File: src/rtl/avalon_fp_mult_pipe.sv
// Avalon-MM slave around a pipelined floating-point multiplier.
// Operations are issued from OP1/OP2 and their results and flags are
// returned through an in-order result queue. The outstanding count
// (in flight plus queued) is capped at DEPTH by stalling further STARTs.
module avalon_fp_mult_pipe #(
  parameter int E     = 7,
  parameter int M     = 8,
  parameter int LAT   = 3,
  parameter int DEPTH = 4
) (
  input  logic        clk,
  input  logic        reset_n,
  input  logic [2:0]  avs_s1_address,
  input  logic        avs_s1_read,
  input  logic        avs_s1_write,
  input  logic [15:0] avs_s1_writedata,
  output logic [15:0] avs_s1_readdata,
  output logic        avs_s1_waitrequest
);

  localparam int W  = 1 + E + M;
  localparam int AW = $clog2(DEPTH);
  localparam int RW = W + 3;

  localparam logic [E+1:0] EB_W    = (E+2)'(2**(E-1) - 1);
  localparam logic [E+1:0] OVF_W   = (E+2)'((2**(E-1) - 1) + (2**E - 1));
  localparam logic [E-1:0] MAX_E   = '1;
  localparam logic [AW:0]  DEPTH_W = (AW+1)'(DEPTH);

  typedef enum logic [2:0] {
    A_OP1    = 3'd0,
    A_OP2    = 3'd1,
    A_START  = 3'd2,
    A_RES    = 3'd3,
    A_STATUS = 3'd4,
    A_COUNT  = 3'd5,
    A_CLEAR  = 3'd6
  } reg_addr_t;

  typedef enum logic [2:0] {
    CODE_NORMAL = 3'd0,
    CODE_OVF    = 3'd1,
    CODE_UNF    = 3'd2,
    CODE_ZERO   = 3'd3,
    CODE_NAN    = 3'd4
  } code_t;

  logic [W-1:0]  op1, op2;
  logic [AW:0]   outstanding;
  logic          underrun;

  logic          s0_valid;
  logic [W-1:0]  s0_a, s0_b;
  logic [RW-1:0] s0_res;

  logic          push_valid;
  logic [RW-1:0] push_data;
  logic          push;

  logic [RW-1:0] q_mem [DEPTH];
  logic [AW-1:0] wr_ptr, rd_ptr;
  logic [AW:0]   q_count;
  logic          q_empty, full, busy;
  logic [RW-1:0] head;

  logic stall_start, stall_read;
  logic accept_wr, accept_rd;
  logic issue, pop, clear, underrun_set;

  // Bus decode: stalls, accepted transactions and the actions they trigger
  assign q_empty = (q_count == '0);
  assign full    = (outstanding == DEPTH_W);
  assign busy    = (outstanding != '0);
  assign head    = q_mem[rd_ptr];

  assign stall_start = avs_s1_write && (avs_s1_address == A_START) &&
                       avs_s1_writedata[0] && full;
  assign stall_read  = avs_s1_read &&
                       ((avs_s1_address == A_RES) || (avs_s1_address == A_STATUS)) &&
                       q_empty && busy;
  assign avs_s1_waitrequest = stall_start | stall_read;

  assign accept_wr    = avs_s1_write & ~avs_s1_waitrequest;
  assign accept_rd    = avs_s1_read  & ~avs_s1_waitrequest;
  assign issue        = accept_wr && (avs_s1_address == A_START) && avs_s1_writedata[0];
  assign clear        = accept_wr && (avs_s1_address == A_CLEAR);
  assign pop          = accept_rd && (avs_s1_address == A_RES) && !q_empty;
  assign underrun_set = accept_rd && (avs_s1_address == A_RES) && q_empty;

  // Operand registers; only ever written by the bus, never stalled
  always_ff @(posedge clk or negedge reset_n) begin
    if (!reset_n) begin
      op1 <= '0;
      op2 <= '0;
    end else if (accept_wr) begin
      if (avs_s1_address == A_OP1) op1 <= avs_s1_writedata[W-1:0];
      if (avs_s1_address == A_OP2) op2 <= avs_s1_writedata[W-1:0];
    end
  end

  // Stage 0 snapshots the operands so later OP writes cannot disturb the op
  always_ff @(posedge clk or negedge reset_n) begin
    if (!reset_n) begin
      s0_valid <= 1'b0;
      s0_a     <= '0;
      s0_b     <= '0;
    end else begin
      s0_valid <= issue;
      if (issue) begin
        s0_a <= op1;
        s0_b <= op2;
      end
    end
  end

  logic            sign;
  logic [E-1:0]    ex, ey;
  logic [M-1:0]    mx, my;
  logic [2*M+1:0]  ma_ext, mb_ext, prod;
  logic            shift;
  logic [M-1:0]    mant;
  logic [E+1:0]    esum, exp_norm;
  logic            is_nan, is_zero, is_unf, is_ovf;
  logic [W-1:0]    res;
  code_t           code;
  logic            unused_bits;

  // Multiply with truncation and flag classification, evaluated on stage 0
  always_comb begin
    sign     = s0_a[W-1] ^ s0_b[W-1];
    ex       = s0_a[W-2:M];
    ey       = s0_b[W-2:M];
    mx       = s0_a[M-1:0];
    my       = s0_b[M-1:0];
    ma_ext   = {{(M+1){1'b0}}, 1'b1, mx};
    mb_ext   = {{(M+1){1'b0}}, 1'b1, my};
    prod     = ma_ext * mb_ext;
    shift    = prod[2*M+1];
    mant     = shift ? prod[2*M:M+1] : prod[2*M-1:M];
    esum     = {2'b00, ex} + {2'b00, ey} + {{(E+1){1'b0}}, shift};
    exp_norm = esum - EB_W;
    is_nan   = ((ex == MAX_E) && (mx != '0)) || ((ey == MAX_E) && (my != '0));
    is_zero  = ((ex == '0) && (mx == '0)) || ((ey == '0) && (my == '0));
    is_unf   = (ex == '0) || (ey == '0) || (esum <= EB_W);
    is_ovf   = (esum >= OVF_W) || (ex == MAX_E) || (ey == MAX_E);
    res      = {sign, exp_norm[E-1:0], mant};
    code     = CODE_NORMAL;
    if (is_nan) begin
      res  = {sign, MAX_E, mant};
      code = CODE_NAN;
    end else if (is_zero) begin
      res  = '0;
      code = CODE_ZERO;
    end else if (is_unf) begin
      res  = {sign, {E{1'b0}}, {{(M-1){1'b0}}, 1'b1}};
      code = CODE_UNF;
    end else if (is_ovf) begin
      res  = {sign, MAX_E, {M{1'b0}}};
      code = CODE_OVF;
    end
    s0_res      = {res, code};
    unused_bits = ^{prod[M-1:0], exp_norm[E+1:E]};
  end

  generate
    if (LAT > 1) begin : g_pipe
      logic [LAT-2:0] pv;
      logic [RW-1:0]  pd [LAT-1];

      // Valid bits of the result delay line; a flush empties it
      always_ff @(posedge clk or negedge reset_n) begin
        if (!reset_n) begin
          pv <= '0;
        end else begin
          pv[0] <= s0_valid & ~clear;
          for (int i = 1; i < LAT - 1; i++) pv[i] <= pv[i-1] & ~clear;
        end
      end

      // Result payload shifts along with its valid bit
      always_ff @(posedge clk) begin
        pd[0] <= s0_res;
        for (int i = 1; i < LAT - 1; i++) pd[i] <= pd[i-1];
      end

      assign push_valid = pv[LAT-2];
      assign push_data  = pd[LAT-2];
    end else begin : g_nopipe
      assign push_valid = s0_valid;
      assign push_data  = s0_res;
    end
  endgenerate

  assign push = push_valid & ~clear;

  // Result queue storage
  always_ff @(posedge clk) begin
    if (push) q_mem[wr_ptr] <= push_data;
  end

  // Queue pointers and occupancy; a flush beats a same-edge push
  always_ff @(posedge clk or negedge reset_n) begin
    if (!reset_n) begin
      wr_ptr  <= '0;
      rd_ptr  <= '0;
      q_count <= '0;
    end else if (clear) begin
      wr_ptr  <= '0;
      rd_ptr  <= '0;
      q_count <= '0;
    end else begin
      if (push) wr_ptr <= wr_ptr + AW'(1);
      if (pop)  rd_ptr <= rd_ptr + AW'(1);
      case ({push, pop})
        2'b10:   q_count <= q_count + (AW+1)'(1);
        2'b01:   q_count <= q_count - (AW+1)'(1);
        default: q_count <= q_count;
      endcase
    end
  end

  // Outstanding ops (in flight plus queued) and the sticky underrun flag
  always_ff @(posedge clk or negedge reset_n) begin
    if (!reset_n) begin
      outstanding <= '0;
      underrun    <= 1'b0;
    end else if (clear) begin
      outstanding <= '0;
      underrun    <= 1'b0;
    end else begin
      case ({issue, pop})
        2'b10:   outstanding <= outstanding + (AW+1)'(1);
        2'b01:   outstanding <= outstanding - (AW+1)'(1);
        default: outstanding <= outstanding;
      endcase
      if (underrun_set) underrun <= 1'b1;
    end
  end

  // Read data mux; zero whenever no read is presented
  always_comb begin
    avs_s1_readdata = '0;
    if (avs_s1_read) begin
      case (avs_s1_address)
        A_OP1:    avs_s1_readdata = 16'(op1);
        A_OP2:    avs_s1_readdata = 16'(op2);
        A_START:  avs_s1_readdata = {13'b0, busy, full, q_empty};
        A_RES:    if (!q_empty) avs_s1_readdata = 16'(head[RW-1:3]);
        A_STATUS: avs_s1_readdata = {11'b0, underrun, 1'b0, (q_empty ? 3'b000 : head[2:0])};
        A_COUNT:  avs_s1_readdata = 16'(outstanding);
        default:  avs_s1_readdata = '0;
      endcase
    end
  end

endmodule

File: config.mk
export PLATFORM = sky130hd
export DESIGN_NAME = avalon_fp_mult_pipe
export DESIGN_NICKNAME = d
export VERILOG_FILES = /design/src/rtl/avalon_fp_mult_pipe.sv
export SDC_FILE = /design/constraint.sdc
export NUM_CORES = 1
export LEC_CHECK = 0
export BUFFER_PORTS_ARGS = -buffer_cell sky130_fd_sc_hd__buf_4
export CAP_MARGIN = 20
export CORE_UTILIZATION = 24
export DETAILED_ROUTE_END_ITERATION = 10
export RECOVER_POWER = 100
export SYNTH_ARGS = -nofsm -noshare
export SYNTH_HDL_FRONTEND = slang
export SYNTH_SLANG_ARGS = --single-unit
export TNS_END_PERCENT = 20
File: constraint.sdc
create_clock -name clk -period 18.42 [get_ports clk]
set_input_delay 1.842 -clock clk [delete_from_list [all_inputs] [get_ports clk]]
set_output_delay 1.842 -clock clk [all_outputs]
set_load 0.01 [all_outputs]
==> run_results.csv, run 1 <==
group,metric,value,unit
setup_path,end_kind,"flip-flop",
logic_synthesis,yosysSeqAreaShare,47.5,%
sta,skew,0.0147,ns
setup_path,r2r-end,"g_pipe.pd[0][10]",
sta,worst_pin_slew,3.06,ns
logic_synthesis,synth_cell_types,65,
sta,setup-tns-final,0,ns
logic_synthesis,ys_seq_elements,192,
floorplan,die_area,44700,µm²
logic_synthesis,synth_warnings,0,
sta,finalHoldViolations,0,
cts,hold_buffers,0,
logic_synthesis,synth_top_area_cell,"edfxtp_1",
logic_synthesis,synth_edf_count,76,
logic_synthesis,netlist.area_leader.share,21.7,%
cts,post_cts_resized,0,
setup_path,criticalPathCategory,"reg2reg",
hold_path,whs_endpoint,"g_pipe.pd[0][36]",
cts,cts_tree,"built",
hold_path,min_path_cells,0,
sta,final_max_slew_viol_count,189,
sta,fmax,0.118,GHz
sta,min_period,8.44,ns
logic_synthesis,syn_nets,1021,
logic_synthesis,netlist_top_cells_area,"edfxtp_1, dfrtp_1, fa_1, dfxtp_1, mux2_2",
setup_path,r2r_start,"s0_a[6]",
detailed_routing,wl_per_cell,15.4,µm
floorplan,start_util,24.4,%
cts,post_cts_buffers,0,
setup_path,reg2reg_depth,25,
detailed_routing,drc_errors,0,
detailed_routing,via_per_inst,4.36,
cts,insertion_delay,0.43,ns
final_layout,syn_to_final_growth,12.8,%
logic_synthesis,synth.avg_cell_area,11.7,µm²
setup_path,rrSetupSlack,9.98,ns
placement,io_buffers,39,
detailed_routing,drt_iter0_markers,519,
cts,cts.sinks,192,
cts,cts_buffer_depth,2,
global_routing,antenna_found_initial,2,
global_routing,overflow,0,
placement,hpwlAfterDp,17600,µm
status,violations,"capacitance limit, slew limit",
cts,clk_pin_slew,0.08,ns
logic_synthesis,synth_cells,900,
floorplan,num_rows,76,
sta,rsz0062_at_grt,"false",
cts,ctsRootBufferMaster,"clkbuf_16",
setup_path,worstPathMaxFanout,14,
cts,cts_htree_levels,4,
sta,slew_headroom,-104,%
floorplan,die_y,211,µm
global_routing,grt_pass1_wl,37800,µm
final_layout,fin_cells,1525,
floorplan,dieWidth,211,µm
global_routing,grt_pass1_vias,6846,
setup_path,required,18.73,ns
final_layout,final_layout_size_suffix_gt1_share,13.8,%
final_layout,nets,1047,
floorplan,core,43200,µm²
logic_synthesis,synthesis.area,10500,µm²
setup_path,startpoint_type,"flip-flop",
placement,gp_congestion,0.885,
cts,numCtsBuffers,17,
hold_path,hold_start,"g_pipe.pd[0][17]",
logic_synthesis,synth-main-ff-cell,"dfrtp_1",
detailed_routing,vias,6650,
global_routing,grt_use_total,10.9,%
setup_path,cp.arrival,8.75,ns
hold_path,hp-class,"reg2reg",
placement,dpl.cell_count,1490,
job,cap_violations,7,
detailed_routing,routed_wl,23400,µm
detailed_routing,first_pass_iters,5,
final_layout,post-route-util,27.5,%
logic_synthesis,async_reset_ff_share,40.6,%
detailed_routing,ant_nets,0,
global_routing,grt_max_degree,54,
floorplan,io_pins,40,
status,status,"complete, but fails checks",
sta,fin_crit_sh,45.8,%
sta,setup_violations,0,
-- cell type report --
cell class / instances / area [µm²]
Antenna cell: 1 / 2.50
Clock buffer: 21 / 460
Clock inverter: 11 / 105
Fill cell: 4537 / 31300
Inverter: 101 / 379
Multi-Input combinational cell: 568 / 4940
Sequential cell: 192 / 4990
Tap cell: 585 / 732
Timing Repair Buffer: 46 / 255
-- kinds of logic (layout without fill, tap and decap cells) --
group | count (synthesis) | count (layout) | share of synthesized area (%)
buf+inv | 140 | 179 | 5.18
xor+xnor | 24 | 24 | 2.00
fa+ha+maj | 98 | 98 | 15.4
compound gates | 108 | 108 | 6.91
other cells | 0 | 1 | 0
flops | 192 | 192 | 47.5
simple gates | 240 | 240 | 11.0
mux | 98 | 98 | 12.0
-- per-layer routing --
| layer | vias up | routed length [µm] | track usage (%) |
|---|---|---|---|
| li1 | 3148 | - | - |
| met1 | 3346 | 10700 | 14.4 |
| met2 | 133 | 11400 | 18.2 |
| met3 | 21 | 1000 | 2.12 |
| met4 | 2 | 328 | 3.02 |
| met5 | - | 12 | 0 |
-- worst max-delay path: stages, from the launching register on --
cell and delay, ns:
dfrtp_1 0.59, nand2_1 0.14, fa_1 0.52, inv_1 0.05
fa_1 0.50, inv_1 0.05, fa_1 0.46, fa_1 0.54
inv_1 0.04, ha_1 0.23, nor3_1 0.34, o41ai_4 0.18
a211oi_1 0.86, o41a_1 0.25, xor2_1 0.14, clkbuf_1 0.59
fa_1 0.33, inv_1 0.06, fa_1 0.40, a211oi_1 0.35
nor2_1 0.10, xor2_1 0.20, nand3_1 0.20, o31ai_1 0.49
a21oi_1 0.30, a2111oi_0 0.40
-- cells in the mapped netlist (3+ instances only) --
cell	count
nand2_1	74
edfxtp_1	76
clkbuf_1	27
a21o_1	3
xor2_1	10
nor3_1	9
o22ai_1	6
nand4_1	4
o31ai_1	4
ha_1	45
nor3b_1	3
a221oi_1	4
fa_1	53
a211oi_1	3
mux4_2	17
nor2b_1	4
mux2i_1	27
a2111oi_2	3
dfxtp_1	38
or4_1	3
dfrtp_1	78
and2_1	26
and3_1	7
nor2_1	68
nand3_1	14
or2_2	4
a21oi_1	39
a31oi_1	4
nand3b_1	3
inv_1	100
nor4_1	8
o21ai_0	22
xnor2_1	14
mux2_2	52
buf_4	3
buf_2	7
nand2b_1	4
-- metrics by stage --
stage	area (µm²)	hold WS, ns	setup WS [ns]
global route	11900	0.330	9.22
CTS	12000	0.329	10.83
global placement	11400	0.313	11.04
detailed placement	11400	0.312	10.90
finish	11900	0.327	9.98
floorplan	10500	0.310	11.26
-- registers in the layout, indices dropped and copies added (netlist names) --
register,count
wr_ptr,2
outstanding,3
s0_a,16
s0_valid,1
g_pipe.pv,2
rd_ptr,2
q_count,3
op2,16
underrun,1
op1,16
s0_b,16
q_mem,76
g_pipe.pd,38
-- how the worst max path moves through the flow --
stage | startpoint | endpoint | slack, ns | cells after the start
global placement | s0_a[3] | g_pipe.pd[0][10] | 11.04 | 25
CTS | s0_b[6] | g_pipe.pd[0][10] | 10.83 | 25
finish | s0_a[6] | g_pipe.pd[0][10] | 9.98 | 25
floorplan | s0_b[6] | g_pipe.pd[0][10] | 11.26 | 27
global route | s0_b[5] | g_pipe.pd[0][10] | 9.22 | 24
detailed placement | s0_b[6] | g_pipe.pd[0][10] | 10.90 | 25
-- placed cells by master, fill, tap and decap left out, drive strengths merged, types with 4 or more instances in the layout --
| cell type | instances |
|---|---|
| inv | 104 |
| dfrtp | 78 |
| edfxtp | 76 |
| nand2 | 74 |
| nor2 | 68 |
| mux2 | 54 |
| fa | 53 |
| ha | 45 |
| clkbuf | 45 |
| a21oi | 39 |
| dfxtp | 38 |
| mux2i | 27 |
| and2 | 26 |
| o21ai | 22 |
| buf | 22 |
| mux4 | 17 |
| nand3 | 14 |
| xnor2 | 14 |
| nor3 | 10 |
| xor2 | 10 |
| nor4 | 8 |
| and3 | 7 |
| o22ai | 6 |
| nand4 | 5 |
| clkinv | 5 |
| or2 | 4 |
| nand2b | 4 |
| a221oi | 4 |
| nor2b | 4 |
| nor3b | 4 |
| a31oi | 4 |
| a2111oi | 4 |
| a211oi | 4 |
| o31ai | 4 |
Power of run 1 is left out: the tool's default activity adds up to more than one toggle a clock period on the data nets, which glitch-free logic cannot reach.
==> inputs of run 2 (changes only) <==
==> constraint.sdc (replaced) <==
create_clock -name clk -period 7.6 [get_ports clk]
set_input_delay 0.76 -clock clk [delete_from_list [all_inputs] [get_ports clk]]
set_output_delay 0.76 -clock clk [all_outputs]
set_load 0.01 [all_outputs]
==> run 2 against run 1 <==
  * The flow still finishes with violations (capacitance limit, slew limit)
  * First-iteration DRC count shrank 10%
  * Flip-flop and latch count unchanged
  * Final area grew 1.0%
  * Worst hold slack worse by 0.0018 ns
  * Core utilization is 0.28 points higher
  * Critical path depth fell by 1
  * Non-clock buffer count increased by 7
  * Register-to-register slack lost 9.5 ns
  * Final cell count up 0.52%
  * Global-route usage decreased by 0.12 points
  * Wire length hardly changed
  * Clock skew grew 0.0060 ns
  * Critical path type unchanged
==> run_results.csv, run 2 (same netlist as run 1, synthesis figures left out) <==
group,metric,value,unit
detailed_routing,first_pass_iters,5,
hold_path,min_path_cells,0,
placement,dpl.cell_count,1493,
sta,setup-tns-final,0,ns
final_layout,largest_register,"q_mem",
cts,clk_pin_slew,0.08,ns
global_routing,grt_max_degree,50,
cts,cts_tree,"built",
cts,cts.sinks,192,
detailed_routing,drt_iter0_markers,465,
final_layout,final_common_cell,"inv_1",
setup_path,cp.arrival,7.45,ns
placement,io_buffers,39,
global_routing,grt_pass1_vias,6793,
setup_path,reg2reg_depth,24,
sta,finalHoldViolations,0,
sta,worst_pin_slew,2.91,ns
final_layout,n_fill_cell,4521,
final_layout,nets,1054,
sta,setup_violations,0,
placement,post-place-ws,0.232,ns
status,status,"complete, but fails checks",
sta,setup_ws,0.453,ns
detailed_routing,via_per_inst,4.35,
global_routing,grt_pass1_wl,37200,µm
setup_path,criticalPathCategory,"reg2reg",
cts,hold_buffers,0,
cts,numCtsBuffers,17,
final_layout,syn_to_final_growth,14.0,%
final_layout,reg_top3,"q_mem x76, g_pipe.pd x38",
sta,final_max_slew_viol_count,176,
cts,insertion_delay,0.44,ns
global_routing,overflow,0,
sta,rsz0062_at_grt,"false",
detailed_routing,vias,6674,
detailed_routing,drc_errors,0,
sta,skew,0.0207,ns
floorplan,die_y,211,µm
setup_path,worstPathMaxFanout,11,
sta,slew_headroom,-95.6,%
sta,fmax,0.140,GHz
final_layout,final_layout_size_suffix_gt1_share,15.2,%
placement,gp_congestion,0.856,
final_layout,layout_common_cells,"inv_1, edfxtp_1, nand2_1, dfrtp_1, nor2_1",
detailed_routing,wl_per_cell,15.3,µm
floorplan,start_util,24.4,%
cts,ctsRootBufferMaster,"clkbuf_16",
global_routing,antenna_found_initial,1,
setup_path,required,7.91,ns
floorplan,num_rows,76,
floorplan,core,43200,µm²
final_layout,fin_cells,1533,
floorplan,dieWidth,211,µm
job,cap_violations,6,
floorplan,die_area,44700,µm²
status,violations,"capacitance limit, slew limit",
global_routing,grt_use_total,10.8,%
floorplan,io_pins,40,
detailed_routing,routed_wl,23400,µm
placement,hpwlAfterDp,17700,µm
detailed_routing,ant_nets,0,
cts,cts_buffer_depth,2,
sta,fin_crit_sh,94.0,%
cts,cts_htree_levels,4,
setup_path,startpoint_type,"flip-flop",
sta,min_period,7.15,ns
setup_path,end_kind,"flip-flop",
hold_path,hp-class,"reg2reg",
final_layout,largest_reg_flops,76,
-- run 2: worst paths after layout --
kind	startpoint	to	slack [ns]
min in group asynchronous	reset_n	op1[0]	0.79
worst max-delay path	s0_b[5]	g_pipe.pd[0][10]	0.45
max in group asynchronous	reset_n	s0_b[6]	3.29
worst min-delay path	g_pipe.pd[0][3]	g_pipe.pd[0][22]	0.33
worst max register to register	s0_b[5]	g_pipe.pd[0][10]	0.45
worst min register to register	g_pipe.pd[0][3]	g_pipe.pd[0][22]	0.33
-- run 2: final cells by class --
class                           instances  area [µm²]  area share, %
Timing Repair Buffer                   53         300           2.50
Antenna cell                            2        5.00         0.0417
Multi-Input combinational cell        568        4960           41.4
Inverter                              101         379           3.16
Sequential cell                       192        5000           41.7
Clock buffer                           18         439           3.66
Clock inverter                         14         173           1.44
Tap cell                              585         732           6.10
-- run 2: critical path: stages (launching register included) --
cell	delay [ns]
dfrtp_1	0.52
and2_1	0.25
fa_1	0.55
fa_1	0.44
fa_1	0.55
inv_1	0.06
fa_1	0.52
inv_1	0.04
ha_1	0.40
nand4_1	0.12
a21oi_1	0.29
a211oi_4	0.14
o41a_1	0.40
xor2_1	0.22
fa_1	0.23
inv_1	0.06
fa_1	0.41
a211oi_2	0.28
nor2_1	0.09
xor2_1	0.20
nand3_1	0.22
o31ai_2	0.39
a21oi_1	0.11
buf_4	0.17
a2111oi_1	0.36
-- run 2: layer usage --
metal | track usage, % | vias up | wire length [µm]
met3 | 2.31 | 19 | 1250
met1 | 13.9 | 3340 | 10500
met5 | 0 | - | 0
li1 | - | 3164 | -
met4 | 3.15 | 0 | 343
met2 | 18.3 | 151 | 11300
-- run 2: per-stage QoR --
stage / util (%) / hold WS (ns) / instance area [µm²]
2_1_floorplan: - / 0.310 / 10500
3_3_place_gp: 26.6 / 0.312 / 11500
3_5_place_dp: 26.6 / 0.314 / 11500
4_1_cts: 28.0 / 0.249 / 12100
5_1_grt: 27.8 / 0.335 / 12000
6_report: 27.8 / 0.325 / 12000
-- run 2: repair_timing --
item / 4_1_cts / 5_1_grt
setup buffers: 0 / 2
gates resized for setup: 0 / 7
setup endpoints to repair: 0 / 12
Power of run 2 is left out for the same reason.
